[src/rtl/adc_spi_master.sv]
// rtl/adc_spi_master.sv - 3-wire SPI serial engine for AD9434 register access
module adc_spi_master #(
    parameter int MOSI_DATA_WIDTH = 24,
    parameter int MISO_DATA_WIDTH = 8,
    parameter int CLK_DIV         = 4
) (
    input  logic                       clk,
    input  logic                       rst_n,
    input  logic                       i_spi_wr_cmd,
    input  logic                       i_spi_rd_cmd,
    input  logic [MOSI_DATA_WIDTH-1:0] i_spi_wr_data,
    output logic [MISO_DATA_WIDTH-1:0] o_spi_rd_data,
    output logic                       o_spi_rd_valid,
    output logic                       o_spi_busy,
    output logic                       o_spi_csb,
    output logic                       o_spi_sclk,
    output logic                       o_spi_sdio_o,
    output logic                       o_spi_sdio_oe,
    input  logic                       i_spi_sdio_i
);
    localparam int DIV_W = $clog2(CLK_DIV);
    localparam int BIT_W = $clog2(MOSI_DATA_WIDTH);
    localparam logic [DIV_W-1:0] DIV_LAST  = DIV_W'(CLK_DIV - 1);
    localparam logic [BIT_W-1:0] BIT_TOP   = BIT_W'(MOSI_DATA_WIDTH - 1);
    localparam logic [BIT_W-1:0] RX_TOP    = BIT_W'(MISO_DATA_WIDTH - 1);
    localparam logic [BIT_W-1:0] TURN_FROM = BIT_W'(MISO_DATA_WIDTH);

    typedef enum logic [2:0] {IDLE, SETUP, SHIFT, HOLD, GAP} state_t;

    state_t                     state, state_n;
    logic [DIV_W-1:0]           div_cnt, div_cnt_n;
    logic [BIT_W-1:0]           bit_cnt, bit_cnt_n;
    logic [MOSI_DATA_WIDTH-1:0] frame, frame_n;
    logic [MISO_DATA_WIDTH-1:0] rx_shift, rx_shift_n;
    logic [MISO_DATA_WIDTH-1:0] rd_data_n;
    logic                       is_read, is_read_n;
    logic                       csb_n, sclk_n, oe_n, busy_n, rd_valid_n;
    logic                       div_done;

    assign div_done     = (div_cnt == DIV_LAST);
    // frame MSB is always the bit currently on the wire
    assign o_spi_sdio_o = frame[MOSI_DATA_WIDTH-1];

    always_ff @(posedge clk) begin
        if (!rst_n) begin
            state          <= IDLE;
            div_cnt        <= '0;
            bit_cnt        <= '0;
            frame          <= '0;
            rx_shift       <= '0;
            is_read        <= 1'b0;
            o_spi_csb      <= 1'b1;
            o_spi_sclk     <= 1'b0;
            o_spi_sdio_oe  <= 1'b0;
            o_spi_busy     <= 1'b0;
            o_spi_rd_data  <= '0;
            o_spi_rd_valid <= 1'b0;
        end else begin
            state          <= state_n;
            div_cnt        <= div_cnt_n;
            bit_cnt        <= bit_cnt_n;
            frame          <= frame_n;
            rx_shift       <= rx_shift_n;
            is_read        <= is_read_n;
            o_spi_csb      <= csb_n;
            o_spi_sclk     <= sclk_n;
            o_spi_sdio_oe  <= oe_n;
            o_spi_busy     <= busy_n;
            o_spi_rd_data  <= rd_data_n;
            o_spi_rd_valid <= rd_valid_n;
        end
    end

    always_comb begin
        state_n    = state;
        div_cnt_n  = div_done ? '0 : div_cnt + 1'b1;
        bit_cnt_n  = bit_cnt;
        frame_n    = frame;
        rx_shift_n = rx_shift;
        is_read_n  = is_read;
        csb_n      = o_spi_csb;
        sclk_n     = o_spi_sclk;
        oe_n       = o_spi_sdio_oe;
        busy_n     = o_spi_busy;
        rd_data_n  = o_spi_rd_data;
        rd_valid_n = 1'b0;
        case (state)
            IDLE: begin
                div_cnt_n = '0;
                if (i_spi_wr_cmd || i_spi_rd_cmd) begin
                    // simultaneous wr+rd resolves to a read
                    is_read_n                   = i_spi_rd_cmd;
                    frame_n                     = i_spi_wr_data;
                    frame_n[MOSI_DATA_WIDTH-1]  = i_spi_rd_cmd;
                    bit_cnt_n                   = BIT_TOP;
                    csb_n                       = 1'b0;
                    busy_n                      = 1'b1;
                    oe_n                        = 1'b1;
                    state_n                     = SETUP;
                end
            end
            SETUP: begin
                if (div_done) state_n = SHIFT;
            end
            SHIFT: begin
                if (div_done && !o_spi_sclk) begin
                    sclk_n = 1'b1;
                    if (is_read && bit_cnt <= RX_TOP)
                        rx_shift_n = {rx_shift[MISO_DATA_WIDTH-2:0], i_spi_sdio_i};
                end else if (div_done) begin
                    sclk_n = 1'b0;
                    if (bit_cnt == '0) begin
                        state_n = HOLD;
                        if (is_read) begin
                            rd_data_n  = rx_shift;
                            rd_valid_n = 1'b1;
                        end
                    end else begin
                        bit_cnt_n = bit_cnt - 1'b1;
                        frame_n   = {frame[MOSI_DATA_WIDTH-2:0], 1'b0};
                        // release SDIO once the last address bit has been sampled
                        if (is_read && bit_cnt == TURN_FROM) oe_n = 1'b0;
                    end
                end
            end
            HOLD: begin
                if (div_done) begin
                    csb_n   = 1'b1;
                    oe_n    = 1'b0;
                    frame_n = '0;
                    state_n = GAP;
                end
            end
            GAP: begin
                if (div_done) begin
                    busy_n  = 1'b0;
                    state_n = IDLE;
                end
            end
            default: state_n = IDLE;
        endcase
    end
endmodule

[config.mk]
export PLATFORM = sky130hd
export DESIGN_NAME = adc_spi_master
export DESIGN_NICKNAME = d
export VERILOG_FILES = /design/src/rtl/adc_spi_master.sv
export SDC_FILE = /design/constraint.sdc
export NUM_CORES = 1
export LEC_CHECK = 0
export ABC_AREA = 0
export CORE_MARGIN = 2
export CORE_UTILIZATION = 50
export DETAILED_ROUTE_END_ITERATION = 10
export PLACE_DENSITY = 0.76
export SLEW_MARGIN = 20
export SYNTH_ARGS = -nofsm -noshare
export SYNTH_HDL_FRONTEND = slang
export SYNTH_SLANG_ARGS = --single-unit
[constraint.sdc]
create_clock -name clk -period 2.4 [get_ports clk]
set_clock_uncertainty 0.2 [all_clocks]
set_input_delay 0.24 -clock clk [delete_from_list [all_inputs] [get_ports clk]]
set_output_delay 0.24 -clock clk [all_outputs]
set_load 0.01 [all_outputs]
==> results.md, run 1 <==
- The count of buffers added by post-CTS timing repair for setup is 0.
- The via count of the first global-routing pass is 1973.
- The category of the worst setup path launch point is a register.
- With fillers left out, the area of the finished cells amounts to about 3200 µm².
- The number of max-slew violations in the final report was 0.
- The pin count of the biggest net entering global routing is 35.
- The flow ran to the end, and the final reports show no timing, DRC or antenna violations.
- Of the cells placed in the final design, the portion with a size suffix greater than 1 is 15.0%.
- After detailed routing, the number of remaining DRC violations is 0.
- The total nets after synthesis is 290.
- Yosys mapped the design onto 45 distinct sky130hd cell types.
- Across every metal layer, demand over resource in global routing totals 19.9%.
- At the worst endpoint, the required time is 2.38 ns.
- The shortest clock period the worst path allows after layout is 2.13 ns.
- The first-pass iteration count of the detailed router is 4.
- Counting the buffers created by CTS gives 5.
- The power density of the placed cells is 668 nW/µm².
- The initial utilization of the core area, before any placement, comes to a little over half.
- From bottom edge to top edge, the die measures 74.8 µm.
- Clock tree synthesis found a total of 56 sinks.
- Based on the critical path, the design can be clocked at up to 469 MHz.
- Of the post-synthesis cell area, the part taken by muxes is 6.40%.
- Yosys printed 0 warnings.
- The synthesized area divided by synthesized cell count is 9.74 µm².
- The capturing element of the worst setup path is bit_cnt[4].
- The number of hold buffers added after CTS is 0.
- The post-layout instance count excluding filler cells is 368.
- The launching point of the worst reg2reg path is bit_cnt[0].
- After synthesis the netlist holds a flip-flop and latch count of between 50 and 60.
- The die extent in x is 74.8 µm.
- The post-synthesis instance total is 257.
- The number of antenna violations at the first check in global routing came to 0.
- After Yosys synthesis, full adders, half adders and majority gates account for 2.00% of the synthesized area.
- The path depth of the worst reg2reg path is 6.
- The number of nets in the finished design is 333.
- The setup check on the worst reg-to-reg path leaves a slack of 0.27 ns.
- The violation count after the first detailed-routing iteration is 100.
- The post-synthesis cell area is 2500 µm².
- After detailed routing, no signal wire sits above met4.
- The clock-pin slew of the registers on the worst-case setup and hold paths is 0.10 ns.
- The first global-routing pass estimated 8.76 mm of wire.
- The class of the tightest hold or removal check is reg -> reg.
- The cell area reported after detailed placement is 3020 µm².
- The start-to-end type of the worst setup path is reg -> reg.
- The leakage component of the power is 1.27 nW.
- The prevailing post-synth register cell is sky130_fd_sc_hd__dfxtp_1.
- The dominant combinational cell family by area after synthesis is compound AO/OA/AOI/OAI gates.
- The routability congestion estimate from global placement is 0.759.
- TritonCTS built the clock tree.
- Counting the fill cells in the layout gives 404.
- The commonest cells after synthesis are sky130_fd_sc_hd__dfxtp_1, sky130_fd_sc_hd__nor2_1, sky130_fd_sc_hd__nand2_1, sky130_fd_sc_hd__a21oi_1, sky130_fd_sc_hd__a22oi_1.
- The cell type contributing the most total cell area after synthesis is sky130_fd_sc_hd__dfxtp_1.
- The capturing point of the worst reg2reg path is bit_cnt[4].
- Setup repair after global routing left no endpoint under its margin.
- The largest voltage drop on the vdd net is 467 µV.
- The met1 layer wirelength in the final routing is roughly 2.6 mm.
- The number of cells in the design after placement is 360.
- Final hold analysis gives a worst-case slack of 0.267 ns.
- The latest clock arrival within the worst-skew pair is 0.31 ns.
- Clock tree synthesis selected as its root buffer the cell sky130_fd_sc_hd__clkbuf_8.
- The area overhead of the layout relative to synthesis is 27.1%.
- Counting along the longest clock path gives a buffer depth of 2.
- The overall via count from detail_route is 2062.
- The final HPWL from detailed placement is ~3.6 mm.
- The aggregate global routing overflow is 0.
- The repair_antennas step left the layout with diodes totalling 0.
- The fraction of synthesized cell area in xor and xnor cells is less than 1%.
- The deepest level of the CTS H-tree is 2.
- Sequential elements use about 45% of the synthesized area.
- By area the synthesized netlist is led by sky130_fd_sc_hd__dfxtp_1, sky130_fd_sc_hd__a211oi_2, sky130_fd_sc_hd__mux2i_1.
- The number of max-capacitance violations reported is 0.
- The worst slew margin relative to its limit is between 60% and 70%.
- The met2 routed wirelength is 2.33 mm.
- The met3 layer wire length in the routed design is 181 µm.
- Yosys mapped a number of flops with a built-in enable equal to 0.
- Wires add up to a little over 5 mm.
- The largest fanout of any net on the critical path is 8.
- The async set-reset flop share out of synthesis is 0%.
- In this run the worst setup path begins at bit_cnt[0].
- The area of the die is between 5000 and 6000 µm².
- The boundary pin count is 43.
- The final critical path takes up 88.9% of the cycle.
- The number of rows created at floorplan is 25.
- The number of failing hold endpoints at the final stage is 0.
- The slew at the pin closest to its max-slew limit is 0.503 ns.
- At the worst endpoint, the arrival time is 2.11 ns.
- The sum of negative setup slack is 0 ns.
- Summing the areas of all compound-gate instances in the mapped netlist gives 25.8% of the synthesized area.
- The most common cell in the synthesized netlist is sky130_fd_sc_hd__dfxtp_1.
- The core area is 4790 µm².
- The average wire per cell in the routed design is 14.0 µm.
- Setup violations remaining at the end of the flow were counted as 0.
- After synthesis, the largest area contributor takes up 44.8% of total cell area.
- In this run the remaining antenna-violating nets after routing total 0.
- Using the TritonRoute via totals, the vias-per-cell ratio works out to 5.60.
- The category of the worst setup path capture point is a register.
- The share of synthesized cell area in and, or, nand and nor gates is 15.8%.
- In this run the tool buffered the top-level ports with 41 buffer cells.
- After clock tree synthesis, the repair step resized 0 gates.
==> how the worst min path moves through the flow <==
stage / startpoint / to / slack, ns / cells past startpoint
after detailed placement: frame[0] / frame[0] / 0.25 / 2
after floorplan: i_spi_wr_data[1] / frame[1] / 0.16 / 2
after global routing: div_cnt[0] / div_cnt[0] / 0.30 / 1
after global placement: div_cnt[0] / div_cnt[0] / 0.25 / 1
after CTS: frame[0] / frame[0] / 0.27 / 2
final: frame[0] / frame[0] / 0.27 / 2
==> layout make-up <==
cell class	instances	area [µm²]	share of cell area (%)
multi-input combinational	175	1260	39.6
sequential	56	1120	35.2
timing repair buffer	56	536	16.8
clock inverter	3	90.1	2.83
tap	67	83.8	2.63
clock buffer	5	68.8	2.16
inverter	6	22.5	0.708
==> power breakdown <==
| group | total (mW) | internal (mW) | switching [mW] |
|---|---|---|---|
| registers | 1.03 | 0.985 | 0.0426 |
| clock network | 0.823 | 0.521 | 0.302 |
| logic | 0.274 | 0.144 | 0.130 |
==> layout by cell type (no fill, tap or decap), drive strengths merged, types with 2 or more instances in the layout <==
master	synthesis	final
a31oi	2	2
a22oi	17	17
or3	2	2
nor4b	3	3
inv	5	5
nor2	24	24
nor4	4	4
clkbuf	10	5
nand4	3	3
o41ai	2	2
mux2i	16	16
a211oi	17	17
bufinv	0	3
o21ai	6	6
nand2	21	21
nor3	5	5
o221ai	6	6
nor2b	2	2
nand3	2	2
clkdlybuf4s50	0	41
ha	4	4
a21oi	20	20
nand2b	2	2
buf	10	15
nand4b	2	2
and2	2	2
a311oi	2	2
dfxtp	56	56
==> through the flow <==
| stage | util [%] | power, mW | worst slack, ns |
|---|---|---|---|
| 2_1_floorplan | - | 1.21 | 0.397 |
| 3_3_place_gp | 63.2 | 1.32 | 0.313 |
| 3_5_place_dp | 63.2 | 1.32 | 0.249 |
| 4_1_cts | 66.5 | 2.14 | 0.289 |
| 5_1_grt | 66.5 | 2.21 | 0.108 |
| 6_report | 66.5 | 2.12 | 0.267 |
==> state kept, by name, indices dropped and copies added, names as in the netlist <==
name,flops
o_spi_rd_valid,1
bit_cnt,5
o_spi_busy,1
o_spi_csb,1
state,3
o_spi_sclk,1
rx_shift,8
div_cnt,2
o_spi_sdio_oe,1
o_spi_rd_data,8
frame,24
is_read,1
==> routing by layer <==
layer  global-route usage [%]  vias up
li1                         -     1034
met1                     25.5      981
met2                     34.4       38
met3                     4.69        9
met4                     4.17        0
met5                        0        -
==> logic make-up after synthesis <==
family | Yosys count
XOR/XNOR | 1
AO/OA/AOI/OAI | 80
AND/OR/NAND/NOR | 74
flip-flops | 56
adder cells (fa/ha/maj) | 4
buffers and inverters | 26
multiplexers | 16
==> worst max-delay path, stage by stage, from the launching register on <==
cell                       delay [ns]
sky130_fd_sc_hd__dfxtp_1         0.45
sky130_fd_sc_hd__inv_1           0.07
sky130_fd_sc_hd__ha_1            0.26
sky130_fd_sc_hd__nor4b_4         0.18
sky130_fd_sc_hd__nand3b_1        0.39
sky130_fd_sc_hd__o41ai_1         0.34
sky130_fd_sc_hd__a21oi_1         0.10
(Power assumes the default switching activity.)
==> run 2, diff against run 1 <==
--- a/config.mk
+++ b/config.mk
@@ -6,6 +6,7 @@
 export NUM_CORES = 1
 export LEC_CHECK = 0
 export ABC_AREA = 0
+export CORE_ASPECT_RATIO = 1.4
 export CORE_MARGIN = 2
 export CORE_UTILIZATION = 50
 export DETAILED_ROUTE_END_ITERATION = 10
==> results.md, run 2 (same netlist as run 1, synthesis figures left out) <==
- The post-cts repair resize count is 0 (unchanged).
- The top register by number of flip-flops is frame.
- The slowest cell on the critical path is sky130_fd_sc_hd__dfxtp_1.
- The number of nets in the finished design was 332 (-0.30%).
- The die extent in x is 63.8 µm (-15%).
- The leading cell type in the layout, fill and taps excluded is sky130_fd_sc_hd__dfxtp_1.
- The post-route standard cell area excluding fillers is 3100 µm² (-2.7%).
- The number of max-slew violations in the final report is 0 (unchanged).
- The critical path arrival is 2.10 ns (about the same).
- The violation count after the first detailed-routing iteration came to 79 (-21%).
- The count of antenna diodes in the layout came to 0 (unchanged).
- The final cell utilization of the core came to 63.9% (-2.6 points).
- The number of failing hold endpoints at the final stage is 0 (unchanged).
- The worst setup path is of the reg -> reg kind.
- The number of buffers inserted during clock tree synthesis is 5 (unchanged).
- The path class of the tightest hold or removal check is reg -> reg.
- The layout filler cell count is 420 (+4.0%).
- The clock-pin slew of the registers on the worst-case setup and hold paths came to 0.09 ns (about the same).
- The pin count of the biggest net entering global routing came to 28 (-20%).
- The root buffer cell chosen for the clock tree is sky130_fd_sc_hd__clkbuf_8.
- The boundary pin count came to 43 (unchanged).
- The first-pass iteration count of the detailed router is 4 (unchanged).
- The overall via count from detail_route is 2062 (unchanged).
- The largest voltage drop on the vdd net is 479 µV (+2.6%).
- The share of layout cells above drive strength 1 came to 14.4% (-0.57 points).
- The worst slew margin relative to its limit is 60.4% (-5.7 points).
- The largest fanout of any net on the critical path is 9 (+1).
- The power density of the placed cells was 592 nW/µm² (-11%).
- The sequential share of power is 56.1% (+7.7 points).
- The leakage component of the power is 1.23 nW (-2.9%).
- The number of hold buffers added after CTS was 0 (unchanged).
- The latest clock arrival within the worst-skew pair is 0.30 ns (about the same).
- The area of the die was 5600 µm² (+0.15%).
- The number of antenna violations at the first check in global routing is 0 (unchanged).
- The maximum clock frequency is 470 MHz (+0.33%).
- The category of the worst setup path launch point is a register.
- The clock network fraction of design power is 29.4% (-9.4 points).
- The core area is 4840 µm² (+1.2%).
- Setup repair after global routing left no endpoint under its margin.
- The via count of the first global-routing pass came to 1985 (+0.61%).
- The largest registers in the layout are frame x24, o_spi_rd_data x8, rx_shift x8.
- The sum of negative setup slack came to 0 ns (unchanged).
- The number of routed nets with antenna violations is 0 (unchanged).
- The shortest clock period the worst path allows after layout came to 2.13 ns (-0.00710 ns).
- The slew at the pin closest to its max-slew limit is 0.588 ns (+0.0850 ns).
- The fraction of power spent switching nets is 24.6% (+2.2 points).
- The area overhead of the layout relative to synthesis is 23.6%.
- The net switching component of the power is 0.450 mW (-5.2%).
- The run finished with clean final reports.
- The detailed-route vias per instance came to 5.68 (+1.4%).
- The flip-flop count of the largest register, all copies and words added came to 24 (unchanged).
- The count of buffers added by post-CTS timing repair for setup came to 0 (unchanged).
- The final HPWL from detailed placement is 3.67 mm (+2.5%).
- The global-route wire length before repair was 8.72 mm (-0.48%).
- The final routed DRC violation total is 0 (unchanged).
- The height of the chip is 87.7 µm (+17%).
- The number of rows created at floorplan is 30 (+20%).
- The category of the worst setup path capture point is a register.
- The required time of the critical path is 2.37 ns (about the same).
- Leaving out fill and tap cells, the most frequent cells in the layout are sky130_fd_sc_hd__dfxtp_1, sky130_fd_sc_hd__clkdlybuf4s50_1, sky130_fd_sc_hd__nor2_1.
- Walking the worst path, the cells encountered are nor3b_4 > buf_4 > nand3b_1 > o41ai_1 > a21oi_1.
- TritonCTS built the clock tree.
- The effective utilization at floorplan is 51.7% (-0.61 points).
- The cell area reported after detailed placement is 3000 µm² (-0.79%).
- The aggregate global routing overflow came to 0 (unchanged).
- The number of max-capacitance violations reported is 0 (unchanged).
- The final number of setup-violating endpoints is 0 (unchanged).
- The critical path's largest stage delay came to 0.50 ns (+0.05 ns).
- The combinational power share was 14.5% (+1.6 points).
- The combined global-route utilization of all metal layers is 19.3% (-0.58 points).
- The average wire per cell in the routed design is 14.3 µm (+2.3%).
- The number of clock sinks is 56 (unchanged).
- The deepest level of the CTS H-tree is 2 (unchanged).
- The number of port buffers is 41 (unchanged).
- The cell-internal power is 1.38 mW (-16%).
- The overall routed net length is 5.21 mm (+0.95%).
- The period utilization came to 88.6% (-0.30 points).
- The routability congestion estimate from global placement is 0.754 (-0.63%).
- The maximum clock insertion buffer count was 2 (unchanged).
[run 2: changes by cell type in the layout (fill, tap and decap cells not counted)]
cell                        delta
sky130_fd_sc_hd__clkbuf_8      +2
sky130_fd_sc_hd__buf_12        -1
sky130_fd_sc_hd__bufinv_16     -3
[run 2: metrics by stage]
stage	hold WS, ns	instances	setup WS [ns]	power [mW]
2_1_floorplan	0.156	257	0.397	1.21
3_3_place_gp	0.245	356	0.312	1.31
3_5_place_dp	0.253	356	0.284	1.32
4_1_cts	0.274	363	0.271	1.85
5_1_grt	0.301	363	0.0779	1.92
6_report	0.266	363	0.275	1.83
[run 2: power groups by stage]
stage	Combinational, mW	Clock [mW]	Sequential (mW)
floorplan	0.180	0	1.04
global placement	0.262	0	1.05
detailed placement	0.268	0	1.05
CTS	0.269	0.550	1.03
global route	0.294	0.588	1.04
finish	0.266	0.539	1.03
[run 2: worst paths after layout]
path,slack [ns],end,start,cells after the start
hold / removal,0.27,div_cnt[0],div_cnt[0],1
setup reg to reg,0.27,bit_cnt[4],state[1],5
setup / recovery,0.27,bit_cnt[4],state[1],5
hold reg to reg,0.27,div_cnt[0],div_cnt[0],1
[run 2: metal layers]
metal  share of wire (%)  GRT usage (%)
met4                 1.3           7.31
met3                 4.6           3.60
met1                  45           22.5
met5                   0              0
met2                  49           34.9
[run 2: layout make-up]
| class | count | area (µm²) | share of cell area, % |
|---|---|---|---|
| Inverter | 6 | 22.5 | 0.728 |
| Tap cell | 64 | 80.1 | 2.59 |
| Timing Repair Buffer | 55 | 515 | 16.7 |
| Multi-Input combinational cell | 175 | 1260 | 40.7 |
| Clock buffer | 7 | 96.3 | 3.11 |
| Sequential cell | 56 | 1120 | 36.2 |
[run 2: worst max-delay path: cells and delay by family, from the launching register on]
| family | cells | cell delay (ns) |
|---|---|---|
| flip-flops | 1 | 0.50 |
| buffers and inverters | 1 | 0.23 |
| AO/OA/AOI/OAI | 2 | 0.45 |
| AND/OR/NAND/NOR | 2 | 0.61 |
==> run 3, diff against run 2 <==
--- a/config.mk
+++ b/config.mk
@@ -10,7 +10,9 @@
 export CORE_MARGIN = 2
 export CORE_UTILIZATION = 50
 export DETAILED_ROUTE_END_ITERATION = 10
+export HOLD_SLACK_MARGIN = 0.02
 export PLACE_DENSITY = 0.76
+export SETUP_SLACK_MARGIN = 0.4
 export SLEW_MARGIN = 20
 export SYNTH_ARGS = -nofsm -noshare
 export SYNTH_HDL_FRONTEND = slang
==> results.md, run 3 (same netlist as run 1, synthesis figures left out) <==
- The start-to-end type of the worst setup path is reg -> reg.
- The cell area reported after detailed placement is 3020 µm² (+0.71%).
- The number of max-capacitance violations reported is 0 (unchanged).
- The largest voltage drop on the vdd net is 421 µV (-12%).
- The setup slack at placement was 0.291 ns (+0.00727 ns).
- The kind of cell with the highest combined delay along the critical path is simple AND/OR/NAND/NOR gates.
- Setup repair after global routing left no endpoint under its margin.
- The latest clock arrival within the worst-skew pair is 0.31 ns (about the same).
- The height of the chip is 87.7 µm (unchanged).
- The slack of the worst reg-to-reg path was 0.47 ns (+0.19 ns).
- The flow ran to the end, and the final reports show no timing, DRC or antenna violations.
- In the final layout, the registers with the most flip-flops are frame x24, o_spi_rd_data x8, rx_shift x8.
- The shortest clock period the worst path allows after layout was 1.93 ns (-0.194 ns).
- The critical path arrival is 1.97 ns (-0.13 ns).
- The number of antenna violations at the first check in global routing came to 0 (unchanged).
- The area of the die is 5600 µm² (unchanged).
- The final routed DRC violation total came to 0 (unchanged).
- TritonCTS built the clock tree.
- Traced cell by cell, the critical path runs through inv_1 > ha_4 > nor4b_4 > o21ai_2 > and2_1 > buf_4 > a211oi_2.
- The pin count of the biggest net entering global routing is 45 (+61%).
- The power density of the placed cells is 597 nW/µm² (+0.98%).
- The slack of the critical path is 0.469 ns (+0.194 ns).
- The worst slew margin relative to its limit was 62.9% (+2.5 points).
- The slew at the pin closest to its max-slew limit is 0.551 ns (-0.0375 ns).
- The path depth of the worst reg2reg path is 7 (+2).
- The boundary pin count is 43 (unchanged).
- The detailed-route vias per instance is 5.64 (-0.69%).
- The post-layout instance count excluding filler cells is 371 (+2.2%).
- The post-route standard cell area excluding fillers was 3220 µm² (+4.0%).
- The overall via count from detail_route is 2093 (+1.5%).
- The root buffer selected by CTS is sky130_fd_sc_hd__clkbuf_8.
- The library cells used most frequently in the layout, excluding fill and tap cells, are sky130_fd_sc_hd__dfxtp_1, sky130_fd_sc_hd__clkdlybuf4s50_1, sky130_fd_sc_hd__nor2_1.
- The slowest stage of the critical path belongs to the cell sky130_fd_sc_hd__dfxtp_4.
- The global-route wire length before repair is 8.83 mm (+1.2%).
- The category of the worst setup path launch point is a register.
- The effective utilization at floorplan is 51.7% (unchanged).
- The area overhead of the layout relative to synthesis is 28.6%.
- The sum of negative setup slack is 0 ns (unchanged).
- The number of max-slew violations in the final report came to 0 (unchanged).
- The share of layout cells above drive strength 1 is 19.2% (+4.8 points).
- The number of routed nets with antenna violations is 0 (unchanged).
- The maximum clock insertion buffer count was 2 (unchanged).
- The average wire per cell in the routed design was 14.6 µm (+1.8%).
- The aggregate global routing overflow is 0 (unchanged).
- The count of antenna diodes in the layout is 0 (unchanged).
- The overall routed net length was 5.42 mm (+4.0%).
- The most critical setup path has its endpoint at frame[7].
- The category of the worst setup path capture point is a register.
- The maximum clock frequency is 518 MHz (+10%).
- The overall power consumption is 1.92 mW (+5.0%).
- The capturing point of the worst reg2reg path is frame[7].
- The count of cell instances traversed by the critical path is 7 (+2).
- The core area is 4840 µm² (unchanged).
- The violation count after the first detailed-routing iteration is 134 (+70%).
- The clock-pin slew of the registers on the worst-case setup and hold paths is 0.10 ns (about the same).
- The leakage component of the power is 1.28 nW (+4.1%).
- The number of failing hold endpoints at the final stage came to 0 (unchanged).
- The die extent in x is 63.8 µm (unchanged).
- The number of cells in the design after placement is 357 (+0.28%).
- The routability congestion estimate from global placement was 0.807 (+7.1%).
- The final HPWL from detailed placement came to 3.59 mm (-2.1%).
- The number of nets in the finished design came to 339 (+2.1%).
- The leading cell type in the layout, fill and taps excluded is sky130_fd_sc_hd__dfxtp_1.
- The register with the most flip-flops in the final layout is frame.
- The register area was 1130 µm² (+0.45%).
- The critical path startpoint is bit_cnt[0].
- The required time of the critical path was 2.44 ns (+0.07 ns).
- The number of buffers inserted during clock tree synthesis came to 5 (unchanged).
- The number of rows created at floorplan is 30 (unchanged).
- The layout filler cell count is 393 (-6.4%).
- The final number of setup-violating endpoints is 0 (unchanged).
- The worst register-to-register path begins at bit_cnt[0].
- The deepest level of the CTS H-tree is 2 (unchanged).
- The number of hold buffers added after CTS is 0 (unchanged).
- The area occupied by multi-input gates is 1290 µm² (+2.8%).
- The number of port buffers is 41 (unchanged).
- The flip-flop count of the largest register, all copies and words added is 24 (unchanged).
- The combined global-route utilization of all metal layers came to 19.9% (+0.54 points).
- In this run the worst hold path is classified as reg -> reg.
- The number of buffer and inverter instances along the worst setup path is 2 (+1).
- The period utilization is 80.5% (-8.1 points).
- The first-pass iteration count of the detailed router is 4 (unchanged).
- The critical path's largest stage delay came to 0.38 ns (-0.12 ns).
- The via count of the first global-routing pass is 1995 (+0.50%).
- The largest fanout of any net on the critical path is 13 (+4).
- The number of clock sinks is 56 (unchanged).
[run 3: changes by cell type in the layout (fill, tap and decap cells not counted), sizes merged]
cell      delta
clkinvlp     +1
clkinv       +1
bufinv       +1
clkbuf       -2
buf          +7
[run 3: final cells by class]
| type | instances | area share, % |
|---|---|---|
| Inverter | 6 | 0.700 |
| Tap cell | 64 | 2.49 |
| Sequential cell | 56 | 35.0 |
| Timing Repair Buffer | 62 | 18.1 |
| Clock inverter | 3 | 1.32 |
| Clock buffer | 5 | 2.14 |
| Multi-Input combinational cell | 175 | 40.2 |
[run 3: per-stage QoR]
stage          utilization (%)  hold WS (ns)
2_1_floorplan                -         0.156
4_1_cts                   65.6         0.272
3_3_place_gp              62.4         0.248
5_1_grt                   66.5         0.286
6_report                  66.5         0.267
3_5_place_dp              62.4         0.255
[run 3: worst min-delay path by stage]
stage,startpoint,end,slack [ns],cells after the start
floorplan,i_spi_wr_data[1],frame[1],0.16,2
global placement,div_cnt[0],div_cnt[0],0.25,1
detailed placement,o_spi_csb,o_spi_csb,0.25,1
CTS,o_spi_csb,o_spi_csb,0.27,1
global route,frame[0],frame[0],0.29,2
finish,o_spi_csb,o_spi_csb,0.27,1
[run 3: what timing repair did]
| action | 4_1_cts | 5_1_grt |
|---|---|---|
| setup buffers | 4 | 2 |
| endpoints found under the setup margin | 34 | 34 |
| hold endpoints to repair | 0 | 0 |
| resized for setup | 4 | 6 |
| pin swaps | 1 | 0 |
[run 3: per-layer routing]
metal / vias to the layer above / track usage, % / routed length, µm
met5: - / 0 / 0
met4: 0 / 6.52 / 47
met3: 4 / 5.01 / 254
met2: 45 / 36.1 / 2720
met1: 999 / 22.6 / 2400
li1: 1045 / - / -
[run 3: worst register-to-register path, cell delays in order (launching register included)]
cell and delay [ns]:
sky130_fd_sc_hd__dfxtp_4 0.38, sky130_fd_sc_hd__inv_1 0.10, sky130_fd_sc_hd__ha_4 0.17, sky130_fd_sc_hd__nor4b_4 0.33
sky130_fd_sc_hd__o21ai_2 0.12, sky130_fd_sc_hd__and2_1 0.18, sky130_fd_sc_hd__buf_4 0.20, sky130_fd_sc_hd__a211oi_2 0.19
[run 3: where the power goes]
group / total (mW) / switching (mW) / internal (mW)
logic: 0.289 / 0.139 / 0.151
clock network: 0.611 / 0.302 / 0.309
registers: 1.02 / 0.0369 / 0.985
total: 1.92 / 0.478 / 1.45
